**src/rtl/pipe_pkg.sv**
```systemverilog
// Shared definitions for the ID/EX pipeline slice: ALU codes, id_ctrl layout and the bubble control word.
package pipe_pkg;

   localparam logic [3:0] ALU_AND = 4'b0000;
   localparam logic [3:0] ALU_OR  = 4'b0001;
   localparam logic [3:0] ALU_ADD = 4'b0010;
   localparam logic [3:0] ALU_SUB = 4'b0110;
   localparam logic [3:0] ALU_SLT = 4'b0111;
   localparam logic [3:0] ALU_NOR = 4'b1100;

   // id_ctrl = {alusrc, alucontrol[3:0], regdst, memread, memwrite, regwrite, memtoreg}
   localparam int CTRL_W        = 10;
   localparam int CTRL_ALUSRC   = 9;
   localparam int CTRL_ALUC_LSB = 5;
   localparam int CTRL_REGDST   = 4;
   localparam int CTRL_MEMREAD  = 3;
   localparam int CTRL_MEMWRITE = 2;
   localparam int CTRL_REGWRITE = 1;
   localparam int CTRL_MEMTOREG = 0;

   typedef struct packed {
      logic       alusrc;
      logic [3:0] alucontrol;
      logic       memread;
      logic       memwrite;
      logic       regwrite;
      logic       memtoreg;
   } ex_ctrl_t;

   localparam ex_ctrl_t BUBBLE_CTRL = '{alusrc: 1'b0, alucontrol: ALU_ADD, memread: 1'b0,
                                        memwrite: 1'b0, regwrite: 1'b0, memtoreg: 1'b0};

   function automatic ex_ctrl_t ctrl_from_id(input logic [CTRL_W-1:0] c);
      ex_ctrl_t r;
      r.alusrc     = c[CTRL_ALUSRC];
      r.alucontrol = c[CTRL_ALUC_LSB +: 4];
      r.memread    = c[CTRL_MEMREAD];
      r.memwrite   = c[CTRL_MEMWRITE];
      r.regwrite   = c[CTRL_REGWRITE];
      r.memtoreg   = c[CTRL_MEMTOREG];
      return r;
   endfunction

endpackage

```
**src/rtl/fwd_unit.sv**
```systemverilog
// EX operand forwarding: picks EX/MEM result, MEM/WB data or the registered regfile value per operand.
module fwd_unit #(
   parameter int XLEN = 32,
   parameter int REGW = 5
) (
   input  logic [REGW-1:0] ex_rs_i,
   input  logic [REGW-1:0] ex_rt_i,
   input  logic [XLEN-1:0] read1_i,
   input  logic [XLEN-1:0] read2_i,
   input  logic            mem_regwrite_i,
   input  logic [REGW-1:0] mem_rd_i,
   input  logic [XLEN-1:0] mem_result_i,
   input  logic            wb_regwrite_i,
   input  logic [REGW-1:0] wb_rd_i,
   input  logic [XLEN-1:0] wb_data_i,
   output logic [XLEN-1:0] data1_o,
   output logic [XLEN-1:0] read2_o
);

   // EX/MEM is younger than MEM/WB, so it wins; $0 is hardwired and never forwarded.
   function automatic logic [XLEN-1:0] pick(input logic [REGW-1:0] src, input logic [XLEN-1:0] regval);
      if (mem_regwrite_i && (mem_rd_i != '0) && (mem_rd_i == src))
         return mem_result_i;
      else if (wb_regwrite_i && (wb_rd_i != '0) && (wb_rd_i == src))
         return wb_data_i;
      else
         return regval;
   endfunction

   always_comb begin
      data1_o = pick(ex_rs_i, read1_i);
      read2_o = pick(ex_rt_i, read2_i);
   end

endmodule

```
**src/rtl/id_ex_stage.sv**
```systemverilog
// ID/EX pipeline register with load-use stall detection, bubble insertion,
// EX operand forwarding and a saturating stall-cycle counter.
module id_ex_stage
   import pipe_pkg::*;
#(
   parameter int XLEN = 32,
   parameter int REGW = 5,
   parameter int CNTW = 16
) (
   input  logic              clk,
   input  logic              rst_n,
   input  logic              id_valid,
   input  logic [XLEN-1:0]   id_pc4,
   input  logic [31:0]       id_instru,
   input  logic [XLEN-1:0]   id_read1,
   input  logic [XLEN-1:0]   id_read2,
   input  logic [REGW-1:0]   id_rs,
   input  logic [REGW-1:0]   id_rt,
   input  logic [REGW-1:0]   id_rd,
   input  logic [CTRL_W-1:0] id_ctrl,
   input  logic              id_uses_rt,
   input  logic              flush,
   input  logic              mem_regwrite,
   input  logic [REGW-1:0]   mem_rd,
   input  logic [XLEN-1:0]   mem_result,
   input  logic              wb_regwrite,
   input  logic [REGW-1:0]   wb_rd,
   input  logic [XLEN-1:0]   wb_data,
   output logic              stall_o,
   output logic              ex_valid,
   output logic [XLEN-1:0]   ex_pc4,
   output logic [31:0]       ex_instru,
   output logic [XLEN-1:0]   ex_data1,
   output logic [XLEN-1:0]   ex_read2,
   output logic              ex_alusrc,
   output logic [3:0]        ex_alucontrol,
   output logic [REGW-1:0]   ex_writereg,
   output logic              ex_memread,
   output logic              ex_memwrite,
   output logic              ex_regwrite,
   output logic              ex_memtoreg,
   output logic [CNTW-1:0]   stall_cnt
);

   logic            valid_q,    valid_d;
   logic [XLEN-1:0] pc4_q,      pc4_d;
   logic [31:0]     instru_q,   instru_d;
   logic [XLEN-1:0] read1_q,    read1_d;
   logic [XLEN-1:0] read2_q,    read2_d;
   logic [REGW-1:0] rs_q,       rs_d;
   logic [REGW-1:0] rt_q,       rt_d;
   logic [REGW-1:0] writereg_q, writereg_d;
   ex_ctrl_t        ctrl_q,     ctrl_d;
   logic [CNTW-1:0] cnt_q,      cnt_d;

   // Load in EX whose destination is a source of the ID instruction.
   assign stall_o = valid_q && ctrl_q.memread && (writereg_q != '0) && id_valid &&
                    ((writereg_q == id_rs) || (id_uses_rt && (writereg_q == id_rt)));

   always_comb begin
      valid_d    = 1'b0;
      pc4_d      = '0;
      instru_d   = '0;
      read1_d    = '0;
      read2_d    = '0;
      rs_d       = '0;
      rt_d       = '0;
      writereg_d = '0;
      ctrl_d     = BUBBLE_CTRL;
      if (!flush && !stall_o) begin
         valid_d  = id_valid;
         pc4_d    = id_pc4;
         instru_d = id_instru;
         read1_d  = id_read1;
         read2_d  = id_read2;
         rs_d     = id_rs;
         rt_d     = id_rt;
         if (id_valid) begin
            ctrl_d     = ctrl_from_id(id_ctrl);
            writereg_d = id_ctrl[CTRL_REGDST] ? id_rd : id_rt;
         end else begin
            ctrl_d = '0;
         end
      end
   end

   always_comb begin
      cnt_d = cnt_q;
      if (stall_o && !flush && (cnt_q != '1))
         cnt_d = cnt_q + 1'b1;
   end

   always_ff @(posedge clk or negedge rst_n) begin
      if (!rst_n) begin
         valid_q    <= 1'b0;
         pc4_q      <= '0;
         instru_q   <= '0;
         read1_q    <= '0;
         read2_q    <= '0;
         rs_q       <= '0;
         rt_q       <= '0;
         writereg_q <= '0;
         ctrl_q     <= '0;
         cnt_q      <= '0;
      end else begin
         valid_q    <= valid_d;
         pc4_q      <= pc4_d;
         instru_q   <= instru_d;
         read1_q    <= read1_d;
         read2_q    <= read2_d;
         rs_q       <= rs_d;
         rt_q       <= rt_d;
         writereg_q <= writereg_d;
         ctrl_q     <= ctrl_d;
         cnt_q      <= cnt_d;
      end
   end

   fwd_unit #(.XLEN(XLEN), .REGW(REGW)) u_fwd (
      .ex_rs_i        (rs_q),
      .ex_rt_i        (rt_q),
      .read1_i        (read1_q),
      .read2_i        (read2_q),
      .mem_regwrite_i (mem_regwrite),
      .mem_rd_i       (mem_rd),
      .mem_result_i   (mem_result),
      .wb_regwrite_i  (wb_regwrite),
      .wb_rd_i        (wb_rd),
      .wb_data_i      (wb_data),
      .data1_o        (ex_data1),
      .read2_o        (ex_read2)
   );

   assign ex_valid      = valid_q;
   assign ex_pc4        = pc4_q;
   assign ex_instru     = instru_q;
   assign ex_alusrc     = ctrl_q.alusrc;
   assign ex_alucontrol = ctrl_q.alucontrol;
   assign ex_writereg   = writereg_q;
   assign ex_memread    = ctrl_q.memread;
   assign ex_memwrite   = ctrl_q.memwrite;
   assign ex_regwrite   = ctrl_q.regwrite;
   assign ex_memtoreg   = ctrl_q.memtoreg;
   assign stall_cnt     = cnt_q;

endmodule

```
**config.mk**
```make
export PLATFORM = sky130hd
export DESIGN_NAME = id_ex_stage
export DESIGN_NICKNAME = d
export VERILOG_FILES = /design/src/rtl/pipe_pkg.sv /design/src/rtl/fwd_unit.sv /design/src/rtl/id_ex_stage.sv
export SDC_FILE = /design/constraint.sdc
export NUM_CORES = 1
export LEC_CHECK = 0
export CAP_MARGIN = 10
export CORE_MARGIN = 1.5
export CORE_UTILIZATION = 23
export DETAILED_ROUTE_END_ITERATION = 10
export PLACE_DENSITY = 0.51
export SYNTH_ARGS = -nofsm -noshare
export SYNTH_HDL_FRONTEND = slang
export SYNTH_SLANG_ARGS = --single-unit
```
**constraint.sdc**
```tcl
create_clock -name clk -period 3.03 [get_ports clk]
set_input_delay 0.606 -clock clk [delete_from_list [all_inputs] [get_ports clk]]
set_output_delay 0.606 -clock clk [all_outputs]
set_load 0.02 [all_outputs]
```
== Word level (Yosys, flattened, before mapping) ==
Index checks and enable logic that the tools add are counted.

* Input bits: 234
* Register bits after elaboration: 169
* Word-level logic and storage cells: 59
* Output and inout port bits: 160

* Reduce and logical (&&, ||, !) cells: 20
* Add/sub/neg operators: 1
* Equality and inequality tests: 7
* Mux-type cells: 16

{| class="wikitable"
|+ Operators with widths
! cell !! count
|-
| 32-bit two-way mux || 8
|-
| 5-bit == test || 6
|-
| 5-bit two-way mux || 5
|-
| 9-bit two-way mux || 2
|-
| 16-bit by 1-bit adder with 16-bit output, second input constant || 1
|-
| 16-bit != test, second input constant || 1
|-
| 5-bit nonzero test || 3
|-
| 1-bit logical AND || 14
|-
| 1-bit logical NOT || 2
|-
| 1-bit logical OR || 1
|-
| 1-bit two-way mux || 1
|}

== Longest topological paths before layout ==
* Word-level depth: 7
* Depth in mapped cells: 7
* Mapped depth without buffers: 6

== By module ==
A second synthesis with hierarchy kept.

* Cells, all modules: 769
* Area, all modules: 8060.2 µm²

{| class="wikitable"
|+ Modules (own cells, without submodules)
! module !! sequential area each (µm²) !! area an instance (µm²) !! cells each !! instances
|-
| id_ex_stage || 4229.1 || 5815.6 || 414 || 1
|-
| fwd_unit || 0.0 || 2244.7 || 355 || 1
|}

== Worst setup path after synthesis ==
OpenSTA, ideal clock, no wires.

* Path kind: input port to output port
* Start: in wb_rd[0]
* End: out ex_data1[10]
* Stages on the path: 6
* Data required time: 2.424 ns
* Arrival: 2.266 ns
* Path slack: 0.158 ns
* Buffers on the path: 1
* Cell sequence: or4_1 > o21ai_2 > nor4_4 > buf_4 > mux2i_1 > o21ai_0

* Cells in the longest elaborated chain, start to end: 5
* Elaborated cells between the ends (all ways): 6
* Those cells by class: eq/ne (1); mux (2); reduce/logical (3)

{| class="wikitable"
|+ RTL lines
! item !! line !! source
|-
| from (decl) || id_ex_stage.sv:27 || <nowiki>input logic [REGW-1:0] wb_rd,</nowiki>
|-
| 5-bit nonzero test || fwd_unit.sv:24 || <nowiki>else if (wb_regwrite_i && (wb_rd_i != '0) && (wb_rd_i == src))</nowiki>
|-
| 1-bit logical AND || fwd_unit.sv:24 ||
|-
| 1-bit logical AND (*) || fwd_unit.sv:24 ||
|-
| 32-bit two-way mux (*) || fwd_unit.sv:24 ||
|-
| 32-bit two-way mux (*) || fwd_unit.sv:22 || <nowiki>if (mem_regwrite_i && (mem_rd_i != '0) && (mem_rd_i == src))</nowiki>
|-
| to (decl) || id_ex_stage.sv:33 || <nowiki>output logic [XLEN-1:0] ex_data1,</nowiki>
|}

Every way passes the cells marked *; elsewhere a longest branch is shown, timed or not.

== Worst setup path in the final report ==
* Start: in mem_rd[3]
* End: out ex_data1[30]

* Cells in the longest elaborated chain, start to end: 4
* Elaborated cells between the ends (all ways): 5
* Those cells by class: eq/ne (1); mux (1); reduce/logical (3)

{| class="wikitable"
|+ RTL lines
! item !! line !! source
|-
| from (decl) || id_ex_stage.sv:24 || <nowiki>input logic [REGW-1:0] mem_rd,</nowiki>
|-
| 5-bit nonzero test || fwd_unit.sv:22 ||
|-
| 1-bit logical AND || fwd_unit.sv:22 ||
|-
| 1-bit logical AND (*) || fwd_unit.sv:22 ||
|-
| 32-bit two-way mux (*) || fwd_unit.sv:22 ||
|}

Marked as above.

==> results_tabular.tex <==
\begin{tabular}{lr}
\hline
Metric & Value \\
\hline
\multicolumn{2}{l}{\textbf{Outcome}} \\
\quad Outcome & finished, violations left \\
\quad Violated checks & setup timing \\
\multicolumn{2}{l}{\textbf{Route}} \\
\quad Detailed Route WL & roughly 27000 um \\
\quad Via-to-Cell Ratio & slightly above 4 \\
\quad Pre-Repair DR Iteration Count & 4 \\
\quad Residual DRC count & 0 \\
\quad Iter 0 DRT Violations & 214 \\
\quad Number of antenna-violating nets in the routed design & 0 \\
\quad Routed wirelength normalized by instance count & 17.6 um \\
\quad Vias & 6407 \\
\multicolumn{2}{l}{\textbf{Timing}} \\
\quad Time the worst path needs with I/O delays and setup & 3.05 ns \\
\quad Layout Skew & roughly 0.011 ns \\
\quad Worst Hold Margin & approximately 0.16 ns \\
\quad RSZ-0062 raised after global routing & yes \\
\quad Worst Tran Pin Value & 0.643 ns \\
\quad Setup-violating endpoint count in the final report & 2 \\
\quad Crit share post-route & 1.01 \\
\quad FMAX & about 330 MHz \\
\quad Slack of the critical path & -0.0163 ns \\
\quad Number of hold violations in the final report & 0 \\
\quad Setup tns final & -0.0243 ns \\
\quad Pins Over Slew Limit & 0 \\
\quad Tightest slew margin relative to the limit & 0.571 \\
\multicolumn{2}{l}{\textbf{Global route}} \\
\quad Grt met3 use & 0.0608 \\
\quad Initial antenna violation count & 2 \\
\quad Met2 track demand over resource in global routing & 0.280 \\
\quad Vias in the first global route & about 6600 \\
\quad Global-route wire length before repair & between 40000 and 50000 um \\
\quad Met1 routing resource usage after global routing & 0.184 \\
\quad Global routing's busiest layer & met2 \\
\quad Maximum number of pins on one net before global-route repair & 86 \\
\quad Global route total overflow & 0 \\
\quad GRT Util Overall & 0.160 \\
\multicolumn{2}{l}{\textbf{Critical path}} \\
\quad Arrival time at the worst endpoint & between 2 and 2.5 ns \\
\quad Cell Chain, Critical Path & dlygate4sd2\_1, or4\_4, o21ai\_2, buf\_6, buf\_6, nor4\_4, buf\_12, buf\_12, buf\_4, nand2\_1, o21ai\_1, buf\_4 \\
\quad Worst setup endpoint & ex\_data1[30] \\
\quad Critical Path RT & 2.42 ns \\
\quad Worst Setup SP & mem\_rd[3] \\
\quad R2R cell count & 5 \\
\quad Largest fanout of any net on the critical path & 10 \\
\quad Library cell contributing the largest single delay on the critical path & or4\_4 \\
\quad Worst setup EP type & output port \\
\quad Reg-to-Reg Start & ex\_writereg[1]\$\_DFF\_PN0\_ \\
\quad Slack of the worst reg-to-reg path & 0.80 ns \\
\quad Type of the worst setup path & in2out \\
\quad Delay contributed by the slowest stage of the critical path & approximately 0.48 ns \\
\quad Critical Path Start Type & input port \\
\quad Reg-to-Reg End & read1\_q[30]\$\_DFF\_PN0\_ \\
\multicolumn{2}{l}{\textbf{Clock network}} \\
\quad \# clock sinks & 169 \\
\quad Clock latency on the worst-skew pair & between 0.4 and 0.5 ns \\
\quad Clock input transition at the sequential cells of the worst setup and hold paths & $\sim$0.07 ns \\
\quad Number of buffers between clock root and the deepest sink & 2 \\
\quad H-tree levels & 4 \\
\quad Clock tree from TritonCTS & built \\
\quad Hold buffer count at cts & 0 \\
\quad Clock Root Buffer & clkbuf\_16 \\
\quad CTS buffer count & 17 \\
\multicolumn{2}{l}{\textbf{Logic synthesis}} \\
\quad Number of storage elements in the synthesis netlist & 169 \\
\quad Portion of the post-synthesis area used by sequential elements & 0.561 \\
\quad Flip-flop cell with the highest count after synthesis & dfrtp\_1 \\
\quad Area of the mapped netlist & approximately 7500 um\^{}2 \\
\quad Cell count after synthesis & roughly 670 \\
\quad Post-synthesis cell type count & 42 \\
\quad Main area contributors after synthesis & dfrtp\_1, and2\_1, mux2i\_1, xnor2\_1, nand2\_1 \\
\quad Async SR Flop Fraction & 1.00 \\
\quad Largest family of logic cells by synthesized area & simple AND/OR/NAND/NOR gates \\
\quad Largest area contributor in the netlist & dfrtp\_1 \\
\quad Adder and majority gate portion of the synthesized area & 0.00166 \\
\quad Xor/xnor cell area share of the yosys netlist & 0.0500 \\
\quad Number of warnings issued by yosys & 0 \\
\quad Mux cell area share after synthesis & 0.0962 \\
\quad Share of Yosys cell area claimed by the top area cell type & 0.561 \\
\quad Compound-Gate Fraction of Synth Area & 0.0583 \\
\quad Synthesized area per cell & 11.3 um\^{}2 \\
\quad Number of flops mapped to enable cells by yosys & 0 \\
\quad Synth Area in Simple Gates & 0.203 \\
\quad Net count after synthesis & $\sim$900 \\
\multicolumn{2}{l}{\textbf{Floorplan}} \\
\quad Starting utilization of the core area & 0.233 \\
\quad Die Span X & 184 um \\
\quad Cell row count & 66 \\
\quad Die area & roughly 34000 um\^{}2 \\
\quad I/O pin count & around 390 \\
\quad Height of the chip & around 180 um \\
\quad Core ar. & 32400 um\^{}2 \\
\multicolumn{2}{l}{\textbf{Power and ir drop}} \\
\quad Static Leak & between 5 and 6 nW \\
\quad Overall power of the completed layout & 5.95 mW \\
\quad Switching share of total power & 0.254 \\
\quad Reported net switching power & 1.51 mW \\
\quad Internal power & 4.44 mW \\
\quad Part of the total power dissipated in sequential elements & 0.403 \\
\quad Total power density per cell area & 447 nW/um\^{}2 \\
\quad Fraction of power consumed by combinational cells & 0.182 \\
\quad Clock power frac & 0.415 \\
\quad Peak supply drop & between 200 and 300 uV \\
\multicolumn{2}{l}{\textbf{Cells and area}} \\
\quad Share of post-route cells with drive strength above 1 & 0.198 \\
\quad Layout Area Growth over Synthesis & 76.8\% \\
\quad Final net count & 1338 \\
\quad Count of fill cells added during filler insertion & around 3200 \\
\quad Final standard cell count with taps included and fillers excluded & $\sim$1600 \\
\quad Core occupancy in the finished layout & 0.411 \\
\multicolumn{2}{l}{\textbf{Worst hold path}} \\
\quad Type of the worst min-delay path & in2async \\
\multicolumn{2}{l}{\textbf{Placed design}} \\
\quad Placer Congestion & between 0.7 and 0.8 \\
\quad Cell count after placement & 1511 \\
\quad Input/output buffers & about 400 \\
\quad Half-perimeter wire length after placement & 20000 um \\
\multicolumn{2}{l}{\textbf{Job}} \\
\quad Max capacitance violation total & 0 \\
\hline
\end{tabular}
## area by class of cell
class	instances	area, um^2	area share
inverters	1	3.75	0.000282
flip-flops and latches	169	4230	0.318
multi-input cells	460	3350	0.252
repair buffers	454	4520	0.339
well taps	442	553	0.0415
clock buffers	17	425	0.0319
diodes	2	5.00	0.000376
clock inverters	15	234	0.0176
## stage by stage
step	area, um^2	setup slack, ns
3_3_place_gp	12300	-1.18
6_report	13300	-0.0163
4_1_cts	13000	-0.0707
3_5_place_dp	12300	-1.15
5_1_grt	13300	-0.0847
2_1_floorplan	7530	0.158
## state kept, by name (all words and copies together), names as in the netlist, 5 cells and up
| signal | count |
|---|---|
| ex_instru | 32 |
| ex_pc4 | 32 |
| ex_writereg | 5 |
| read1_q | 32 |
| read2_q | 32 |
| rs_q | 5 |
| rt_q | 5 |
| stall_cnt | 16 |
## worst max-delay path, delay by kind of cell
kind | cells | cell delay (ns)
AOI/OAI and AO/OA | 2 | 0.22
and+or+nand+nor | 3 | 0.57
buffers and inverters | 7 | 1.04
## cells in the mapped netlist (3+ instances only)
library cell and number:
o21ai_1 20, buf_4 10, nand4_1 9, buf_2 15, and2_1 146, mux2i_1 69, and3_1 6, o21ai_0 45
xnor2_1 35, dfrtp_1 169, nand2b_1 3, xor2_1 8, nand2_1 70, nand3_1 14, clkbuf_1 10, nor2b_1 6
## layout by cell type (no fill, tap or decap), drive strengths merged, types with 3 or more instances in the layout
cell type | netlist | layout
xor2 | 8 | 8
nand3 | 14 | 14
nor4 | 5 | 5
mux2 | 3 | 3
clkinv | 0 | 3
buf | 28 | 127
clkdlybuf4s50 | 0 | 316
and2 | 146 | 146
bufinv | 0 | 5
dfrtp | 169 | 169
o21ai | 66 | 66
mux2i | 69 | 69
xnor2 | 35 | 35
clkbuf | 10 | 21
dlygate4sd2 | 0 | 5
and3 | 6 | 6
nand2b | 3 | 3
nand2 | 71 | 71
nand4 | 9 | 9
inv | 1 | 6
nor2b | 6 | 6
## power by group through the flow
stage	clock, mW	sequential, mW	combinational [mW]
2_1_floorplan	0	2.50	0.305
3_3_place_gp	0	2.44	1.07
3_5_place_dp	0	2.44	1.07
4_1_cts	2.57	2.40	1.06
5_1_grt	2.66	2.41	1.16
6_report	2.47	2.40	1.08
## worst min-delay path by stage
stage | start | to | slack [ns]
2_1_floorplan | rst_n | ex_alucontrol[0]$_DFF_PN0_ | 0.31
3_3_place_gp | stall_cnt[6]$_DFFE_PN0P_ | stall_cnt[6]$_DFFE_PN0P_ | 0.49
3_5_place_dp | stall_cnt[6]$_DFFE_PN0P_ | stall_cnt[6]$_DFFE_PN0P_ | 0.49
4_1_cts | rst_n | ex_alucontrol[0]$_DFF_PN0_ | 0.18
5_1_grt | rst_n | ex_alucontrol[0]$_DFF_PN0_ | 0.19
6_report | rst_n | ex_alucontrol[0]$_DFF_PN0_ | 0.16
## metal layers
| layer | up-vias | wire (um) |
|---|---|---|
| met1 | 3051 | 10800 |
| met2 | 252 | 13800 |
| met5 | - | 10 |
| met4 | 2 | 305 |
| met3 | 17 | 2520 |
| li1 | 3085 | - |
## kinds of logic after synthesis
kind of cell	count (synthesis)
compound gates	75
fa+ha+maj	1
mux	72
simple gates	269
xor+xnor	43
flops	169
buf+inv	39
## what timing repair did
item,4_1_cts,5_1_grt
gates cloned,4,2
gates resized for setup,418,85
setup buffers,12,2
endpoints found under the setup margin,65,61
pin swaps,14,11
(Power assumes the default switching activity.)
